==> config.mk <==
export PLATFORM = sky130hd
export DESIGN_NAME = rsc_term_encoder_flat
export DESIGN_NICKNAME = d
export VERILOG_FILES = /design/src/rtl/turbo_pkg.sv /design/src/rtl/rsc_term_encoder_if.sv /design/src/rtl/rsc_trellis_reg.sv /design/src/rtl/rsc_term_encoder.sv /design/src/flat_wrapper.sv
export SDC_FILE = /design/constraint.sdc
export NUM_CORES = 1
export LEC_CHECK = 0
export CAP_MARGIN = 20
export CORE_ASPECT_RATIO = 1.25
export CORE_UTILIZATION = 35
export CTS_CLUSTER_DIAMETER = 60
export CTS_CLUSTER_SIZE = 10
export DETAILED_ROUTE_END_ITERATION = 10
export GPL_ROUTABILITY_DRIVEN = 0
export GPL_TIMING_DRIVEN = 0
export PLACE_DENSITY = 0.52
export RECOVER_POWER = 100
export SETUP_SLACK_MARGIN = 0.3
export SYNTH_ARGS = -nofsm -noshare
export SYNTH_HDL_FRONTEND = slang
export SYNTH_SLANG_ARGS = --single-unit
==> constraint.sdc <==
create_clock -name clk -period 4.9 [get_ports clk]
set_input_delay 0.98 -clock clk [delete_from_list [all_inputs] [get_ports clk]]
set_output_delay 0.98 -clock clk [all_outputs]
set_load 0.05 [all_outputs]
==> src/rtl/turbo_pkg.sv <==
// Shared types, default LTE polynomials and the RSC step function used by both
// turbo constituent encoders.
package turbo_pkg;

    localparam logic [3:0]  G_FB_LTE  = 4'b1011;  // 1 + D^2 + D^3
    localparam logic [3:0]  G_FF_LTE  = 4'b1101;  // 1 + D + D^3
    localparam int unsigned K_MAX_LTE = 6144;
    // Upper bound on encoder memory accepted by rsc_step.
    localparam int unsigned MEM_MAX   = 8;

    typedef enum logic [1:0] {IDLE, DATA, TAIL} rsc_state_e;

    // s[i-1] holds register stage i; bit (mem-i) of a polynomial weights stage i.
    function automatic logic [1:0] rsc_step(
        input logic               u,
        input logic [MEM_MAX-1:0] s,
        input logic [MEM_MAX:0]   g_fb,
        input logic [MEM_MAX:0]   g_ff,
        input int unsigned        mem
    );
        logic fb;
        logic ff;
        logic a;
        fb = 1'b0;
        ff = 1'b0;
        for (int unsigned i = 1; i <= MEM_MAX; i++) begin
            if (i <= mem) begin
                fb = fb ^ (g_fb[mem-i] & s[i-1]);
                ff = ff ^ (g_ff[mem-i] & s[i-1]);
            end
        end
        a = u ^ fb;
        return {a, (g_ff[mem] & a) ^ ff};
    endfunction

endpackage

==> src/rtl/rsc_term_encoder_if.sv <==
// Input and output streams of the RSC encoder, each with a valid/ready handshake.
interface rsc_term_encoder_if;

    logic in_bit;
    logic in_valid;
    logic in_ready;
    logic out_sys;
    logic out_par;
    logic out_valid;
    logic out_ready;
    logic out_tail;
    logic out_last;

    modport master (
        output in_bit, in_valid, out_ready,
        input  in_ready, out_sys, out_par, out_valid, out_tail, out_last
    );

    modport slave (
        input  in_bit, in_valid, out_ready,
        output in_ready, out_sys, out_par, out_valid, out_tail, out_last
    );

endinterface

==> src/rtl/rsc_trellis_reg.sv <==
// MEM-bit RSC shift register with systematic/parity generation for data and
// termination steps.
module rsc_trellis_reg
    import turbo_pkg::*;
#(
    parameter int unsigned  MEM  = 3,
    parameter logic [MEM:0] G_FB = G_FB_LTE,
    parameter logic [MEM:0] G_FF = G_FF_LTE
) (
    input  logic clk,
    input  logic reset_n,
    input  logic clr,
    input  logic en,
    input  logic tail,
    input  logic u_in,
    output logic sys,
    output logic par
);

    localparam logic [MEM_MAX:0] GfbExt = (MEM_MAX+1)'(G_FB);
    localparam logic [MEM_MAX:0] GffExt = (MEM_MAX+1)'(G_FF);

    logic [MEM-1:0]     state_q;
    logic [MEM_MAX-1:0] s_ext;
    logic [1:0]         data_res;
    logic [1:0]         fb_res;
    logic               a;

    assign s_ext = MEM_MAX'(state_q);

    always_comb begin
        data_res = rsc_step(u_in, s_ext, GfbExt, GffExt, MEM);
        fb_res   = rsc_step(1'b0, s_ext, GfbExt, GffExt, MEM);
    end

    // With u=0 the step's a equals the feedback sum; a tail step feeds that back as u,
    // so the true a is 0 and the a-term must be stripped from the parity.
    assign sys = tail ? fb_res[1] : u_in;
    assign par = tail ? (fb_res[0] ^ (G_FF[MEM] & fb_res[1])) : data_res[0];
    assign a   = tail ? 1'b0 : data_res[1];

    always_ff @(posedge clk or negedge reset_n) begin
        if (!reset_n) begin
            state_q <= '0;
        end else if (clr) begin
            state_q <= '0;
        end else if (en) begin
            state_q <= {state_q[MEM-2:0], a};
        end
    end

endmodule

==> src/rtl/rsc_term_encoder.sv <==
// Single-clock RSC constituent encoder: K info bits followed by MEM termination
// steps, streamed through a one-entry output slot.
module rsc_term_encoder
    import turbo_pkg::*;
#(
    parameter int unsigned  MEM   = 3,
    parameter logic [MEM:0] G_FB  = G_FB_LTE,
    parameter logic [MEM:0] G_FF  = G_FF_LTE,
    parameter int unsigned  K_MAX = K_MAX_LTE,
    parameter int unsigned  LEN_W = $clog2(K_MAX + 1)
) (
    input  logic             clk,
    input  logic             reset_n,
    input  logic             start,
    input  logic [LEN_W-1:0] blk_len,
    rsc_term_encoder_if.slave bus,
    output logic             busy,
    output logic             len_err
);

    rsc_state_e       state_q, state_d;
    logic [LEN_W-1:0] cnt_q, cnt_d;
    logic [LEN_W-1:0] k_q, k_d;
    logic             valid_q, valid_d;
    logic             sys_q, sys_d;
    logic             par_q, par_d;
    logic             tail_q, tail_d;
    logic             last_q, last_d;
    logic             busy_q, busy_d;
    logic             len_err_q, len_err_d;
    logic             slot_free;
    logic             step_en;
    logic             step_tail;
    logic             trel_clr;
    logic             trel_sys;
    logic             trel_par;
    logic             tail_done;

    assign slot_free    = !valid_q || bus.out_ready;
    assign step_tail    = (state_q == TAIL);
    assign tail_done    = (cnt_q == LEN_W'(MEM - 1));
    assign bus.in_ready = (state_q == DATA) && slot_free;

    rsc_trellis_reg #(
        .MEM  (MEM),
        .G_FB (G_FB),
        .G_FF (G_FF)
    ) u_trellis (
        .clk     (clk),
        .reset_n (reset_n),
        .clr     (trel_clr),
        .en      (step_en),
        .tail    (step_tail),
        .u_in    (bus.in_bit),
        .sys     (trel_sys),
        .par     (trel_par)
    );

    always_comb begin
        state_d   = state_q;
        cnt_d     = cnt_q;
        k_d       = k_q;
        valid_d   = valid_q;
        sys_d     = sys_q;
        par_d     = par_q;
        tail_d    = tail_q;
        last_d    = last_q;
        busy_d    = busy_q;
        len_err_d = len_err_q;
        step_en   = 1'b0;
        trel_clr  = 1'b0;

        // Drain first so a same-cycle reload or new start wins.
        if (valid_q && bus.out_ready) begin
            valid_d = 1'b0;
            tail_d  = 1'b0;
            last_d  = 1'b0;
            if (last_q) begin
                busy_d = 1'b0;
            end
        end

        case (state_q)
            IDLE: begin
                if (start) begin
                    if (blk_len == '0 || blk_len > LEN_W'(K_MAX)) begin
                        len_err_d = 1'b1;
                    end else begin
                        len_err_d = 1'b0;
                        k_d       = blk_len;
                        cnt_d     = '0;
                        busy_d    = 1'b1;
                        trel_clr  = 1'b1;
                        state_d   = DATA;
                    end
                end
            end
            DATA: begin
                if (bus.in_valid && slot_free) begin
                    step_en = 1'b1;
                    valid_d = 1'b1;
                    sys_d   = trel_sys;
                    par_d   = trel_par;
                    tail_d  = 1'b0;
                    last_d  = 1'b0;
                    if (cnt_q == k_q - LEN_W'(1)) begin
                        cnt_d   = '0;
                        state_d = TAIL;
                    end else begin
                        cnt_d = cnt_q + LEN_W'(1);
                    end
                end
            end
            TAIL: begin
                if (slot_free) begin
                    step_en = 1'b1;
                    valid_d = 1'b1;
                    sys_d   = trel_sys;
                    par_d   = trel_par;
                    tail_d  = 1'b1;
                    last_d  = tail_done;
                    if (tail_done) begin
                        cnt_d   = '0;
                        state_d = IDLE;
                    end else begin
                        cnt_d = cnt_q + LEN_W'(1);
                    end
                end
            end
            default: state_d = IDLE;
        endcase
    end

    always_ff @(posedge clk or negedge reset_n) begin
        if (!reset_n) begin
            state_q   <= IDLE;
            cnt_q     <= '0;
            k_q       <= '0;
            valid_q   <= 1'b0;
            sys_q     <= 1'b0;
            par_q     <= 1'b0;
            tail_q    <= 1'b0;
            last_q    <= 1'b0;
            busy_q    <= 1'b0;
            len_err_q <= 1'b0;
        end else begin
            state_q   <= state_d;
            cnt_q     <= cnt_d;
            k_q       <= k_d;
            valid_q   <= valid_d;
            sys_q     <= sys_d;
            par_q     <= par_d;
            tail_q    <= tail_d;
            last_q    <= last_d;
            busy_q    <= busy_d;
            len_err_q <= len_err_d;
        end
    end

    assign bus.out_valid = valid_q;
    assign bus.out_sys   = sys_q;
    assign bus.out_par   = par_q;
    assign bus.out_tail  = tail_q;
    assign bus.out_last  = last_q;
    assign busy          = busy_q;
    assign len_err       = len_err_q;

endmodule

==> src/flat_wrapper.sv <==
// flat-port wrapper written by rule: the top's interface ports become plain ports
module rsc_term_encoder_flat import turbo_pkg::*;
#(
    parameter int unsigned  MEM   = 3,
    parameter logic [MEM:0] G_FB  = G_FB_LTE,
    parameter logic [MEM:0] G_FF  = G_FF_LTE,
    parameter int unsigned  K_MAX = K_MAX_LTE,
    parameter int unsigned  LEN_W = $clog2(K_MAX + 1)
)
  (clk, reset_n, start, blk_len, busy, len_err, bus_in_bit, bus_in_valid, bus_out_ready, bus_in_ready, bus_out_sys, bus_out_par, bus_out_valid, bus_out_tail, bus_out_last);
  rsc_term_encoder_if bus_i ();
  input  logic clk;
  input  logic reset_n;
  input  logic start;
  input  logic [LEN_W-1:0] blk_len;
  output logic busy;
  output logic len_err;
  input wire logic [$bits(bus_i.in_bit)-1:0] bus_in_bit;
  input wire logic [$bits(bus_i.in_valid)-1:0] bus_in_valid;
  input wire logic [$bits(bus_i.out_ready)-1:0] bus_out_ready;
  output wire logic [$bits(bus_i.in_ready)-1:0] bus_in_ready;
  output wire logic [$bits(bus_i.out_sys)-1:0] bus_out_sys;
  output wire logic [$bits(bus_i.out_par)-1:0] bus_out_par;
  output wire logic [$bits(bus_i.out_valid)-1:0] bus_out_valid;
  output wire logic [$bits(bus_i.out_tail)-1:0] bus_out_tail;
  output wire logic [$bits(bus_i.out_last)-1:0] bus_out_last;
  assign bus_i.in_bit = bus_in_bit;
  assign bus_i.in_valid = bus_in_valid;
  assign bus_i.out_ready = bus_out_ready;
  assign bus_in_ready = bus_i.in_ready;
  assign bus_out_sys = bus_i.out_sys;
  assign bus_out_par = bus_i.out_par;
  assign bus_out_valid = bus_i.out_valid;
  assign bus_out_tail = bus_i.out_tail;
  assign bus_out_last = bus_i.out_last;
  rsc_term_encoder #(.MEM(MEM), .G_FB(G_FB), .G_FF(G_FF), .K_MAX(K_MAX), .LEN_W(LEN_W)) u_core (.clk(clk), .reset_n(reset_n), .start(start), .blk_len(blk_len), .bus(bus_i), .busy(busy), .len_err(len_err));
endmodule
Yosys cells after proc, flatten, opt, wreduce, memory -nomap -nowiden
Index checks and enable logic that the tools add are counted.
Widths: inputs -> output; s select.
- word-level logic and storage cells: 96
- bits of input ports: 19
- output and inout bits: 8
- bits in registers: 38
- $add $sub $neg: 2
- bitwise gates (word level): 7
- magnitude comparators: 1
- reduce and logical (&&, ||, !) cells: 16
- mux-type cells: 49
- equal/unequal tests: 10
- operator list (kind ; count):
    $mux 13 ; 6
    $pmux 13 s3 ; 1
    $mux 1 ; 27
    $add 13x1->13 const B ; 1
    $eq 13x13->1 ; 1
    $eq 13x2->1 const B ; 1
    $gt 13x13->1 const B ; 1
    $logic_not 13->1 ; 1
    $sub 13x1->13 const B ; 1
    $mux 2 ; 6
    $pmux 1 s2 ; 6
    $ne 2x2->1 const B ; 4
    $mux 3 ; 2
    $pmux 2 s3 ; 1
    $reduce_and 3->1 ; 2
    $reduce_and 6->1 ; 1
    $xor 1x1->1 ; 6
    $reduce_and 5->1 ; 1
    $ne 2x1->1 const B ; 2
    $reduce_bool 2->1 ; 2
    $logic_and 1x1->1 ; 3
    $reduce_bool 3->1 ; 1
    $eq 2x1->1 const B ; 1
    $eq 2x2->1 const B ; 1
    5 further kinds ; 6

Depth between registers and ports, before layout
Gate-level depths: netlist (run 1).
- depth in word-level cells: 7
- mapped depth: 11
- depth with buffers taken out: 10

By module
From an unflattened synthesis (run 1), not the netlist that was laid out.
- cell total of the unflattened synthesis: 297
- area, all modules: 2797.7 um^2
- by module, submodules not included (module ; area each (um^2) ; sequential area each (um^2) ; cells each ; times used):
    rsc_term_encoder ; 2610.0 ; 875.8 ; 278 ; 1
    rsc_trellis_reg ; 187.7 ; 75.1 ; 19 ; 1

Worst setup path after synthesis (run 1)
OpenSTA, ideal clock, no wires.
- kind: input -> register
- start point: input port blk_len[2]
- end point: register u_core.k_q[10]
- data arrival time: 2514 ps
- setup slack: 2261 ps
- stages on the path: 6
- path through: nor4_1 > a31oi_1 > a41oi_1 > and3_1 > clkbuf_1 > mux2_2
- longest elaborated chain between the ends: 4
- RTL lines (element ; line ; text):
    from (decl) ; flat_wrapper.sv:15 ; input logic [LEN_W-1:0] blk_len;
    $gt 13x13->1 / $logic_not 13->1 (equally long branches) ; rsc_term_encoder.sv:86 ; if (blk_len == '0 || blk_len > LEN_W'(K_MAX)) begin
    $logic_or 1x1->1 (*) ; rsc_term_encoder.sv:86 ;
    $not 1->1 (no source line) (*) ; n/a ;
    $reduce_and 3->1 (no source line) (*) ; n/a ;
    to (signal assigned) ; rsc_term_encoder.sv:149 ; k_q <= k_d;
    to (decl) ; rsc_term_encoder.sv:23 ; logic [LEN_W-1:0] k_q, k_d;
Mark *: on every way between the ends. The rest lies on a longest branch, timed or not.
A chain may end at the register's enable or synchronous reset.

Worst setup path in the final report (run 1)
- start point: input port bus_out_ready
- end point: output port bus_in_ready
- longest elaborated chain between the ends: 2
- RTL lines (element ; line ; text):
    from (decl) ; flat_wrapper.sv:20 ; input wire logic [$bits(bus_i.out_ready)-1:0] bus_out_ready;
    $logic_or 1x1->1 ; rsc_term_encoder.sv:39 ; assign slot_free = !valid_q || bus.out_ready;
    $logic_and 1x1->1 ; rsc_term_encoder.sv:42 ; assign bus.in_ready = (state_q == DATA) && slot_free;
    to (decl) ; flat_wrapper.sv:21 ; output wire logic [$bits(bus_i.in_ready)-1:0] bus_in_ready;
No other way between the ends.

==> impl_metrics.yaml, run 1 <==
yosys:
  synth_cells: 261
  syn_nets: 288
  yosys_most_used_dff: "dfrtp_1"
  netlist_area_um2: 2440
  yosys.cell_types.count: 48
  synth_warnings: 0
  ys_ff_latch: 38
  synth_edf_count: 0
  synth-async-reset-ratio: 1.00
  seq_area_frac_synth: 0.390
  synth_area_per_cell_um2: 9.34
die:
  die-area_um2: 7300
  die_y_um: 95.3
  core_region_area_um2: 6650
  die_w_um: 76.6
  start_util: 0.367
  rows: 33
  ios: 27
worst_setup_path:
  cp.arrival_ns: 2.81
  reg2reg_setup_slack_ns: 1.95
  cp_max_fo: 7
  required_ns: 3.92
  cp-end-kind: "output pin"
  timing_worst_setup_path_type: "in -> out"
  startpoint_type: "input port"
detailed_routing:
  drt_iter0_drc: 122
  drc: 0
  antenna_left: 0
  wl_um: 5550
  post_drt_wl_per_cell_um: 14.5
  vias_per_cell: 5.20
  dr.pass1.iters: 4
  via_count: 1987
cts:
  cts.clk_slew.worst_paths_ns: 0.07
  cts_resized: 0
  cts_tree: "built"
  cts_max_path_buffers: 2
  htreeDepth: 2
  cts_sinks: 38
  clockRootBuffer: "clkbuf_8"
  cts_buffers: 5
  cts.hold.buffers_added: 0
  cts_setup_buffers: 0
  clk_latency_ns: 0.29
power:
  power-per-cell-area_nw_per_um2: 496
  leakagePower_nw: 1.27
  irDropWorstVdd_uv: 244
sta:
  fin_setup_tns_ns: 0
  fin_crit_sh: 0.774
  hold_ws_ns: 0.486
  slew_violations: 0
  fmax_ghz: 0.264
  hold_viol: 0
  fin_crit_ns: 3.79
  worst_slack_ns: 1.11
  worst_slew_pin_slew_ns: 1.26
  max_slew_margin: 0.162
  setup_viol: 0
  fin_skew_ns: 0.00623
  rsz0062_at_grt: "no"
final_layout:
  drive_gt1_frac: 0.0915
  fill_cells: 663
  layout.nets: 322
  layoutNonFillerInstCount: 382
  design_area_um2: 2870
  area_delta_synth_final_pct: 17.9
  n_antenna_cell: 0
grt:
  grt.overflow.total: 0
  grt_pass1_wl_um: 9890
  grt_pass1_vias: 2058
  grt.met1_usage: 0.202
  grt_max_degree: 23
  grtUsageTotal: 0.172
  use_met3: 0.0258
  top_usage_layer: "met2"
  met2_usage: 0.318
  antenna_found_initial: 0
placed_design:
  dpl.hpwl_um: 4200
  numPortBuffers: 26
  dp_worst_setup_slack_ns: 1.25
  postPlaceCellArea_um2: 2820
  placed_cells: 375
hold_path:
  hold_path.class: "reg -> reg"
run:
  cap_violations: 0
status:
  outcome: "finished, final reports clean"
[state kept, by name, indices dropped and copies added, names as in the netlist]
register and cells:
u_core.u_trellis.state_q 3, u_core.cnt_q 13, u_core.busy 1, u_core.bus.out_valid 1, u_core.bus.out_last 1, u_core.bus.out_sys 1, u_core.bus.out_par 1, u_core.state_q 2
u_core.bus.out_tail 1, u_core.len_err 1, u_core.k_q 13
[cell type report]
cell class	instances	area (um2)	share of cell area
Buffer	9	37.5	0.0131
Clock buffer	7	76.3	0.0266
Inverter	11	41.3	0.0144
Multi-Input combinational cell	203	1400	0.487
Sequential cell	38	951	0.331
Tap cell	87	109	0.0379
Timing Repair Buffer	27	258	0.0897
[cell families after synthesis]
logic type	count (synthesis)	synth area share
XOR/XNOR	19	0.0683
AO/OA/AOI/OAI	58	0.172
AND/OR/NAND/NOR	102	0.221
buffers and inverters	20	0.0354
multiplexers	16	0.0719
flip-flops	38	0.390
adder cells (fa/ha/maj)	8	0.0411
[cell usage after synthesis, types with 2 or more instances]
master	count	area (um2)
nor4b_1	2	17.5
mux2_2	12	135
or2_2	2	12.5
nand3b_1	2	15.0
dfrtp_1	38	951
xnor2_1	14	123
nor3_1	7	35.0
xor2_1	5	43.8
o21ai_0	12	60.1
nor2b_1	2	12.5
clkbuf_1	7	26.3
a21oi_1	5	25.0
nand2b_1	3	18.8
mux2i_1	4	40.0
a31oi_1	2	12.5
nor4_1	4	25.0
a22o_1	12	105
nand2_1	25	93.8
or3_1	2	12.5
nor2_1	28	105
nor3_2	2	20.0
a21o_1	14	105
inv_1	11	41.3
ha_1	8	100
o2111ai_1	2	17.5
nand3_1	14	70.1
[through the flow]
step                      power, mW  utilization
after CTS                      1.46        0.436
final                          1.43        0.432
after global routing           1.55        0.432
after detailed placement       1.25        0.424
after floorplan                1.05            -
after global placement         1.24        0.422
[cell usage in the layout (no fill, tap or decap), types with 7 or more instances in the layout]
master,instances
a21o_1,14
a22o_1,12
clkbuf_1,12
clkdlybuf4s50_1,15
dfrtp_1,38
dlygate4sd3_1,10
ha_1,8
inv_1,11
mux2_2,12
nand2_1,25
nand3_1,14
nor2_1,28
nor3_1,7
o21ai_0,12
xnor2_1,14
[layer usage]
layer | vias up | part of all wire | routed length [um]
met5 | - | 0 | 0
met4 | 0 | 0.014 | 80
met3 | 8 | 0.022 | 121
met2 | 25 | 0.51 | 2810
met1 | 962 | 0.46 | 2540
li1 | 992 | - | -
[path summary, 6_finish.rpt]
check,start,to,depth (start not counted)
worst min register to register,u_core.bus.out_par,u_core.bus.out_par,2
worst max register to register,u_core.k_q[0],u_core.cnt_q[10],11
worst min-delay path,u_core.bus.out_par,u_core.bus.out_par,2
max in group asynchronous,reset_n,u_core.cnt_q[2],2
min in group asynchronous,reset_n,u_core.k_q[9],1
worst max-delay path,bus_out_ready,bus_in_ready,4
[power breakdown]
group | leakage, nW | switching [mW] | total (mW) | internal (mW)
sequential | 0.487 | 0.118 | 0.519 | 0.401
clock | 0.0383 | 0.109 | 0.207 | 0.0982
combinational | 0.740 | 0.390 | 0.699 | 0.310
total | 1.27 | 0.617 | 1.43 | 0.809
[critical path, stage by stage]
cell and delay (ns):
dlygate4sd3_1 0.56, nand2b_1 0.24, and2_1 0.16, dlygate4sd3_1 0.87
Power figures use the tool's default switching activity.
==> run 2: changes to the inputs <==
==> constraint.sdc (replaced) <==
create_clock -name clk -period 3.8 [get_ports clk]
set_input_delay 0.76 -clock clk [delete_from_list [all_inputs] [get_ports clk]]
set_output_delay 0.76 -clock clk [all_outputs]
set_load 0.05 [all_outputs]
==> results of run 2 <==
Same layout as run 1 (identical final DEF). Status: finished, final reports clean.
Among the figures that moved: setup slack after placement 1.25 ns -> 0.516 ns; setup slack after layout 1.11 ns -> 0.446 ns; register-to-register setup slack 1.95 ns -> 0.85 ns; total power 1.43 mW -> 1.84 mW; worst IR drop on VDD 244 uV -> 314 uV
